<file path="config.mk">
export PLATFORM = sky130hd
export DESIGN_NAME = fetch_sequencer
export DESIGN_NICKNAME = d
export VERILOG_FILES = /design/src/rtl/fetch_sequencer.sv
export SDC_FILE = /design/constraint.sdc
export NUM_CORES = 1
export LEC_CHECK = 0
export ABC_AREA = 1
export BUFFER_PORTS_ARGS = -buffer_cell sky130_fd_sc_hd__buf_2
export CAP_MARGIN = 15
export CELL_PAD_IN_SITES_DETAIL_PLACEMENT = 1
export CELL_PAD_IN_SITES_GLOBAL_PLACEMENT = 2
export CORE_MARGIN = 2
export CORE_UTILIZATION = 25
export DETAILED_ROUTE_END_ITERATION = 16
export GPL_TIMING_DRIVEN = 1
export PLACE_DENSITY_LB_ADDON = 0.3
export SLEW_MARGIN = 20
export SYNTH_ARGS = -nofsm -noshare
export SYNTH_HDL_FRONTEND = slang
export SYNTH_SLANG_ARGS = --single-unit
export TNS_END_PERCENT = 20
</file>
<file path="constraint.sdc">
create_clock -name clk -period 6.6 [get_ports clk]
set_input_delay 0.66 -clock clk [delete_from_list [all_inputs] [get_ports clk]]
set_output_delay 0.66 -clock clk [all_outputs]
set_load 0.05 [all_outputs]
</file>
<file path="src/rtl/fetch_sequencer.sv">
// -----------------------------------------------------------------------------
// fetch_sequencer
//   Front-end stage: owns the program counter, fetches one instruction at a
//   time from instruction memory (req/ack), presents it to decode
//   (valid/ready) and resolves the next PC from decode's active-low
//   branch/jump controls and the backend's active-low compare flags.
//   Non-speculative with a single outstanding fetch. Also keeps a
//   retired-instruction counter and a sticky fault/halt state.
//
// Ports
//   clk, rst                  clock, synchronous active-high reset
//   imem_req/imem_addr        fetch request and address (registered)
//   imem_ack/imem_rdata       memory response
//   inst/inst_pc/link_addr    instruction, its address, address + 4
//   inst_valid/inst_ready     decode handshake
//   br_op/jal/jalr            active-low control from decode
//   imm/jalr_target           branch/JAL offset and JALR target
//   is_lt/is_ltu/is_zero      active-low compare flags from backend
//   fault/fault_addr          sticky halt indication and offending address
//   retired_count             accepted instruction count (wraps)
// -----------------------------------------------------------------------------
module fetch_sequencer #(
    parameter logic [31:0] RESET_PC    = 32'h0000_0000,
    parameter int unsigned ACK_TIMEOUT = 16
) (
    input  logic        clk,
    input  logic        rst,
    output logic        imem_req,
    output logic [31:0] imem_addr,
    input  logic        imem_ack,
    input  logic [31:0] imem_rdata,
    output logic [31:0] inst,
    output logic [31:0] inst_pc,
    output logic [31:0] link_addr,
    output logic        inst_valid,
    input  logic        inst_ready,
    input  logic [5:0]  br_op,
    input  logic        jal,
    input  logic        jalr,
    input  logic [31:0] imm,
    input  logic [31:0] jalr_target,
    input  logic        is_lt,
    input  logic        is_ltu,
    input  logic        is_zero,
    output logic        fault,
    output logic [31:0] fault_addr,
    output logic [31:0] retired_count
);

    typedef enum logic [1:0] {
        ST_BOOT  = 2'd0,
        ST_FETCH = 2'd1,
        ST_ISSUE = 2'd2,
        ST_HALT  = 2'd3
    } state_t;

    localparam logic [31:0] NOP_INST = 32'h0000_0013;

    state_t      state_q, state_d;
    logic [31:0] pc_q, pc_d;
    logic [31:0] inst_q, inst_d;
    logic [31:0] inst_pc_q, inst_pc_d;
    logic [31:0] link_addr_q, link_addr_d;
    logic [31:0] fault_addr_q, fault_addr_d;
    logic [31:0] retired_q, retired_d;
    logic [31:0] tmo_q, tmo_d;
    logic        imem_req_q, imem_req_d;
    logic        inst_valid_q, inst_valid_d;
    logic        fault_q, fault_d;

    logic [31:0] target_s;
    logic [31:0] tmo_inc_s;
    logic        timeout_s;

    // Branch decision: the highest-index asserted (low) br_op bit selects the condition.
    function automatic logic branch_taken(input logic [5:0] br_n,
                                          input logic lt_n,
                                          input logic ltu_n,
                                          input logic zero_n);
        logic taken;
        if (!br_n[5]) begin
            taken = !zero_n;
        end else if (!br_n[4]) begin
            taken = zero_n;
        end else if (!br_n[3]) begin
            taken = !lt_n;
        end else if (!br_n[2]) begin
            taken = lt_n;
        end else if (!br_n[1]) begin
            taken = !ltu_n;
        end else if (!br_n[0]) begin
            taken = ltu_n;
        end else begin
            taken = 1'b0;
        end
        return taken;
    endfunction

    // Next-PC selection, priority jalr > jal > taken branch > sequential.
    always_comb begin
        target_s = inst_pc_q + 32'd4;
        if (!jalr) begin
            target_s = jalr_target & 32'hFFFF_FFFE;
        end else if (!jal) begin
            target_s = inst_pc_q + imm;
        end else if (branch_taken(br_op, is_lt, is_ltu, is_zero)) begin
            target_s = inst_pc_q + imm;
        end else begin
            target_s = inst_pc_q + 32'd4;
        end
    end

    // Fetch wait timer; a zero ACK_TIMEOUT never expires.
    always_comb begin
        tmo_inc_s = tmo_q + 32'd1;
        if (ACK_TIMEOUT != 32'd0) begin
            timeout_s = (tmo_inc_s == ACK_TIMEOUT);
        end else begin
            timeout_s = 1'b0;
        end
    end

    // Sequencer next-state and datapath next values; outputs follow the next state.
    always_comb begin
        state_d      = state_q;
        pc_d         = pc_q;
        inst_d       = inst_q;
        inst_pc_d    = inst_pc_q;
        link_addr_d  = link_addr_q;
        fault_addr_d = fault_addr_q;
        retired_d    = retired_q;
        tmo_d        = tmo_q;
        case (state_q)
            ST_BOOT: begin
                state_d = ST_FETCH;
            end
            ST_FETCH: begin
                if (imem_ack) begin
                    inst_d      = imem_rdata;
                    inst_pc_d   = pc_q;
                    link_addr_d = pc_q + 32'd4;
                    state_d     = ST_ISSUE;
                end else if (timeout_s) begin
                    tmo_d        = tmo_inc_s;
                    fault_addr_d = pc_q;
                    state_d      = ST_HALT;
                end else begin
                    tmo_d = tmo_inc_s;
                end
            end
            ST_ISSUE: begin
                // Acks arriving here are spurious and ignored.
                if (inst_ready) begin
                    retired_d = retired_q + 32'd1;
                    tmo_d     = 32'd0;
                    if (target_s[1:0] != 2'b00) begin
                        fault_addr_d = target_s;
                        state_d      = ST_HALT;
                    end else begin
                        pc_d    = target_s;
                        state_d = ST_FETCH;
                    end
                end else begin
                    state_d = ST_ISSUE;
                end
            end
            ST_HALT: begin
                state_d = ST_HALT;
            end
            default: begin
                state_d = ST_HALT;
            end
        endcase
        imem_req_d   = (state_d == ST_FETCH);
        inst_valid_d = (state_d == ST_ISSUE);
        fault_d      = (state_d == ST_HALT);
    end

    // State and output registers with synchronous reset.
    always_ff @(posedge clk) begin
        if (rst) begin
            state_q      <= ST_BOOT;
            pc_q         <= RESET_PC;
            inst_q       <= NOP_INST;
            inst_pc_q    <= RESET_PC;
            link_addr_q  <= RESET_PC + 32'd4;
            fault_addr_q <= 32'd0;
            retired_q    <= 32'd0;
            tmo_q        <= 32'd0;
            imem_req_q   <= 1'b0;
            inst_valid_q <= 1'b0;
            fault_q      <= 1'b0;
        end else begin
            state_q      <= state_d;
            pc_q         <= pc_d;
            inst_q       <= inst_d;
            inst_pc_q    <= inst_pc_d;
            link_addr_q  <= link_addr_d;
            fault_addr_q <= fault_addr_d;
            retired_q    <= retired_d;
            tmo_q        <= tmo_d;
            imem_req_q   <= imem_req_d;
            inst_valid_q <= inst_valid_d;
            fault_q      <= fault_d;
        end
    end

    assign imem_req      = imem_req_q;
    assign imem_addr     = pc_q;
    assign inst          = inst_q;
    assign inst_pc       = inst_pc_q;
    assign link_addr     = link_addr_q;
    assign inst_valid    = inst_valid_q;
    assign fault         = fault_q;
    assign fault_addr    = fault_addr_q;
    assign retired_count = retired_q;

endmodule

</file>
# Yosys cells after proc, flatten, opt, wreduce, memory -nomap -nowiden
# Cells that the tools add are included.
# word_totals
latchBits	0
mem_bits_ro	0
n_memories	0
wordCells	63
ram_bits	0
ff_bits	229
# classes
mux	24
magnitude_cmp	0
reduce_logical	11
n_shift	0
add_sub_neg	5
n_div	0
bitwise	1
n_mul	0
n_eq_ne	11
# op_table
cell	n
2-to-1 mux 32 bit	9
case mux 32 bit (2 select lines)	2
adder 32 x 1 -> 32 bit (second input constant)	2
adder 32 x 3 -> 32 bit (second input constant)	2
adder 32 bit	1
equality test 32 x 5 -> 1 bit (second input constant)	1
equality test 2 bit (second input constant)	4
2-to-1 mux 1 bit	8
2-to-1 mux 2 bit	4
inequality test 2 bit (second input constant)	4
case mux 2 bit (4 select lines)	1
AND reduction 3 bit	2
AND reduction 5 bit	1
equality test 2 x 1 -> 1 bit (second input constant)	2
AND reduction 2 bit	2
nonzero test 2 bit	2
logical NOT 1 bit	3
logical NOT 2 bit	1
NOT 1 bit	1

# Depth between registers and ports, before layout
# logic_depth
depth_word	16
depth_mapped	21
depth_no_buf	18

# Worst setup path before layout
# Ideal clock, no wire load.
# synth_path
path_kind	register to register
startpoint	reg inst_pc_q[0], in the netlist inst_pc[0]
endpoint	reg fault_addr_q[16], in the netlist fault_addr[16]
t_arrival_ns	2.633
setup_time_ns	0.113
t_required_ns	6.487
synth_period_minus_slack_ns	2.745
setup_slack_ns	3.855
stages_incl_launch_ff	17
path_buffers	0
cell_sequence	dfxtp_1 -> ha_1 -> inv_1 -> fa_1 -> inv_1 -> nand3_1 -> a21oi_1 -> nor2_1 -> or2_2 -> nand3_1 -> nand2_1 -> o21ai_0 -> nand2_1 -> nand2_1 -> o21ai_0 -> nor2_1 -> nor2_1
# synth_via
elab_chain_cells	7
# synth_rtl
element	line	rtl
start, declared	62	logic [31:0] inst_pc_q, inst_pc_d;
start signal, assigned	197	inst_pc_q <= inst_pc_d;
adder 32 x 3 -> 32 bit / adder 32 bit (equally long branches)	109, 105, 107	
2-to-1 mux 32 bit	106	end else if (branch_taken(br_op, is_lt, is_ltu, is_zero)) begin
2-to-1 mux 32 bit *	104	end else if (!jal) begin
2-to-1 mux 32 bit *	102	if (!jalr) begin
nonzero test 2 bit / 2-to-1 mux 32 bit (equally long branches)	156	if (target_s[1:0] != 2'b00) begin
inequality test 2 bit (no source line) / 2-to-1 mux 32 bit (equally long branches)	--	
AND reduction 5 bit (no source line) / case mux 32 bit (2 select lines) (equally long branches)	--	
end signal, assigned	199	fault_addr_q <= fault_addr_d;
end, declared	64	logic [31:0] fault_addr_q, fault_addr_d;
# Mark *: on every way between the ends. The rest lies on a longest branch, timed or not. The select of a mux whose other input is x is not followed.
# A chain may end at the register's enable or synchronous reset.

# Worst setup path after layout
# layout_path
startpoint	reg state_q[0]
endpoint	reg fault_addr_q[27], in the netlist fault_addr[27]
# layout_via
elab_chain_cells	3
# layout_rtl
element	line	rtl
start, declared	59	state_t state_q, state_d;
start signal, assigned	194	state_q <= state_d;
equality test 2 bit / equality test 2 x 1 -> 1 bit (equally long branches)	133	case (state_q)
inequality test 2 bit (no source line) / nonzero test 2 bit (equally long branches)	--	
AND reduction 5 bit (no source line)	--	
# Several ways; a longest one is shown, not always the timed one.

==> results.ini <==
[timing]
rsz0062_at_grt = no
hold_violations = 0
timing.fmax_mhz = 283
fin_worst_skew_ns = 0.0196
tns_ns = 0
timing.final.crit_share = 0.536
setup_viol = 0
slew_violations = 0
timing.hold.ws_ns = 0.327
slew-limit-headroom = 0.296
min_period_ns = 3.54
setup_ws_ns = 3.06
worst_pin_slew_ns = 1.06

[global_routing]
grt_antenna_before_repair = 3
grt_pass1_vias = 15700
grtUsageMet1 = 0.318
grt_busiest_layer = met2
grt_use_met2 = 0.330
grt_pass1_wl_um = 96000
grtUsageMet3 = 0.0305
grt_usage = 0.214
overflow = 0
grt_max_degree = 90

[floorplan]
coreArea_mm2 = 0.0554
die_x_um = 241
initial_utilization = 0.254
num_rows = 86
dieArea_mm2 = 0.0582
die_y_um = 241
ios = 306

[power]
p_total_mw = 4.03
p_sw_frac = 0.349
ir_drop_v = 0.000130
pwr-share-clk = 0.392
pwr-share-comb = 0.231
power_density_mw_per_mm2 = 234
cell_internal_pwr_mw = 2.62
power.leakage_nw = 8.06
power_frac_seq = 0.377
p_sw_mw = 1.41

[clock_network]
root_buffer = clkbuf_16
holdBufCountCts = 0
cts_setup_buffers = 0
clock_path_buffers = 3
cts_tree = built
cts_buffers = 28
clk_pin_slew_worst_paths_ns = 0.06
htreeDepth = 1
clk_latency_ns = 0.56
cts_resized = 0
cts.sinks = 227

[setup_path]
cp-end-kind = register
cp_max_fo = 40
crit_type = reg -> reg
critPathRequiredTime_ns = 7.04
cp-start-kind = register
crit_arrival_ns = 3.97

[final_layout]
area_growth_pct = 22.2
nNetsFinal = 2697
fin_cells = 3320
fill_cells = 7184
drive_above_1_share = 0.154
antenna_cells = 0
stdcell_area_mm2 = 0.0172
fin_util = 0.310

[logic_synthesis]
synth_area_leaders = dfxtp_1, nand2_1, nor2_1
synthDistinctLibCells = 42
synth_seq_cells = 227
synth_nets = 2440
ys_seq_area_frac = 0.323
synth_edf_count = 0
yosysTopAreaCellShare = 0.323
synth_ff_type = dfxtp_1
synthArstFlopShare = 0
synth_top_cell_by_area = dfxtp_1
synth.cell_area_mm2 = 0.0141
yosys_warnings = 0
synth_area_per_cell_um2 = 6.14
syn_inst = 2293

[placed_design]
dpl_cell_area_mm2 = 0.0163
gp_congestion = 0.912
place_hpwl_um = 49700
pre_cts_ws_ns = 2.96
io_buffers = 304
dp_cells = 3268

[route]
post-route-drc-count = 0
drt_pass1_iterations = 5
drtIter0Drc = 928
wire_per_inst_um = 19.0
via_count = 15800
ant_nets = 0
via_per_inst = 4.76
routed_wl_um = 63100

[job]
drv_cap = 0

[status]
status = completed

[min_path]
hp-class = in -> reg

## layer usage
metal	part of all wire	routed length [µm]	vias to the layer above
met1	0.50	31700	7516
met4	0.017	1090	0
li1	-	-	7876
met2	0.43	26900	357
met3	0.053	3350	49
met5	0	0	-
## cell families after synthesis
group,Yosys count,share of synthesized area
adder cells (fa/ha/maj),36,0.0325
AO/OA/AOI/OAI,331,0.130
buffers and inverters,339,0.0934
flip-flops,227,0.323
AND/OR/NAND/NOR,1307,0.389
XOR/XNOR,53,0.0330
## worst paths after layout
kind / cells after the start / start / end / slack [ns]
max reg2reg: 12 / state_q[0] / fault_addr[27] / 3.06
max: 12 / state_q[0] / fault_addr[27] / 3.06
min: 3 / imem_rdata[4] / inst[4] / 0.33
min reg2reg: 2 / inst[0] / inst[0] / 0.46
## power groups by stage
| stage | sequential, mW | combinational [mW] | clock (mW) |
|---|---|---|---|
| after floorplan | 1.74 | 0.418 | 0 |
| after global placement | 1.55 | 0.923 | 0 |
| after detailed placement | 1.55 | 0.933 | 0 |
| after CTS | 1.52 | 0.937 | 1.63 |
| after global routing | 1.53 | 1.02 | 1.69 |
| final | 1.52 | 0.930 | 1.58 |
## worst max-delay path, cell delays in order (launching register included)
cell and delay (ns):
dfxtp_1 0.32, inv_1 0.05, nand2_1 0.66, clkinv_1 0.59
nand4_1 0.37, nand2_1 0.08, inv_1 0.07, nand2_1 0.19
nand3_2 0.37, buf_4 0.46, nand2_1 0.09, nand2_1 0.08
nor2_1 0.06
## flip-flops by register name, indices dropped and copies added (netlist names)
| signal | count |
|---|---|
| fault | 1 |
| fault_addr | 32 |
| imem_addr | 32 |
| imem_req | 1 |
| inst | 32 |
| inst_pc | 32 |
| inst_valid | 1 |
| link_addr | 30 |
| retired_count | 32 |
| state_q | 2 |
| tmo_q | 32 |
## cell type report
type	instances	area, µm²	area share
timing repair buffer	315	1610	0.0934
multi-input combinational	1727	8220	0.478
sequential	227	4540	0.264
tap	748	936	0.0544
clock buffer	45	886	0.0515
inverter	251	945	0.0549
clock inverter	7	60.1	0.00349
## cells in the mapped netlist (20+ instances only)
cell type / number
a21oi_1: 127
xor2_1: 42
nand2_1: 660
dfxtp_1: 227
nand3_1: 140
nand3b_1: 20
nor3_1: 36
a211oi_1: 22
clkbuf_1: 65
nand4_1: 48
nor2_1: 361
inv_1: 249
o21ai_0: 128
ha_1: 35
## cell usage in the layout (no fill, tap or decap), drive strengths merged, types with 6 or more instances in the layout
cell type  count
nand3b        20
a21oi        127
inv          247
a211oi        22
nand4         48
xnor2         11
dfxtp        227
buf          315
o21a           6
or2            8
nor4           7
xor2          42
nand3        142
nor3          37
o211ai        15
ha            35
nor2         373
o21bai        11
o21ai        130
clkbuf        45
a31oi         14
nand2        669
clkinv        10
No activity file was read; power rests on OpenSTA's default activity.
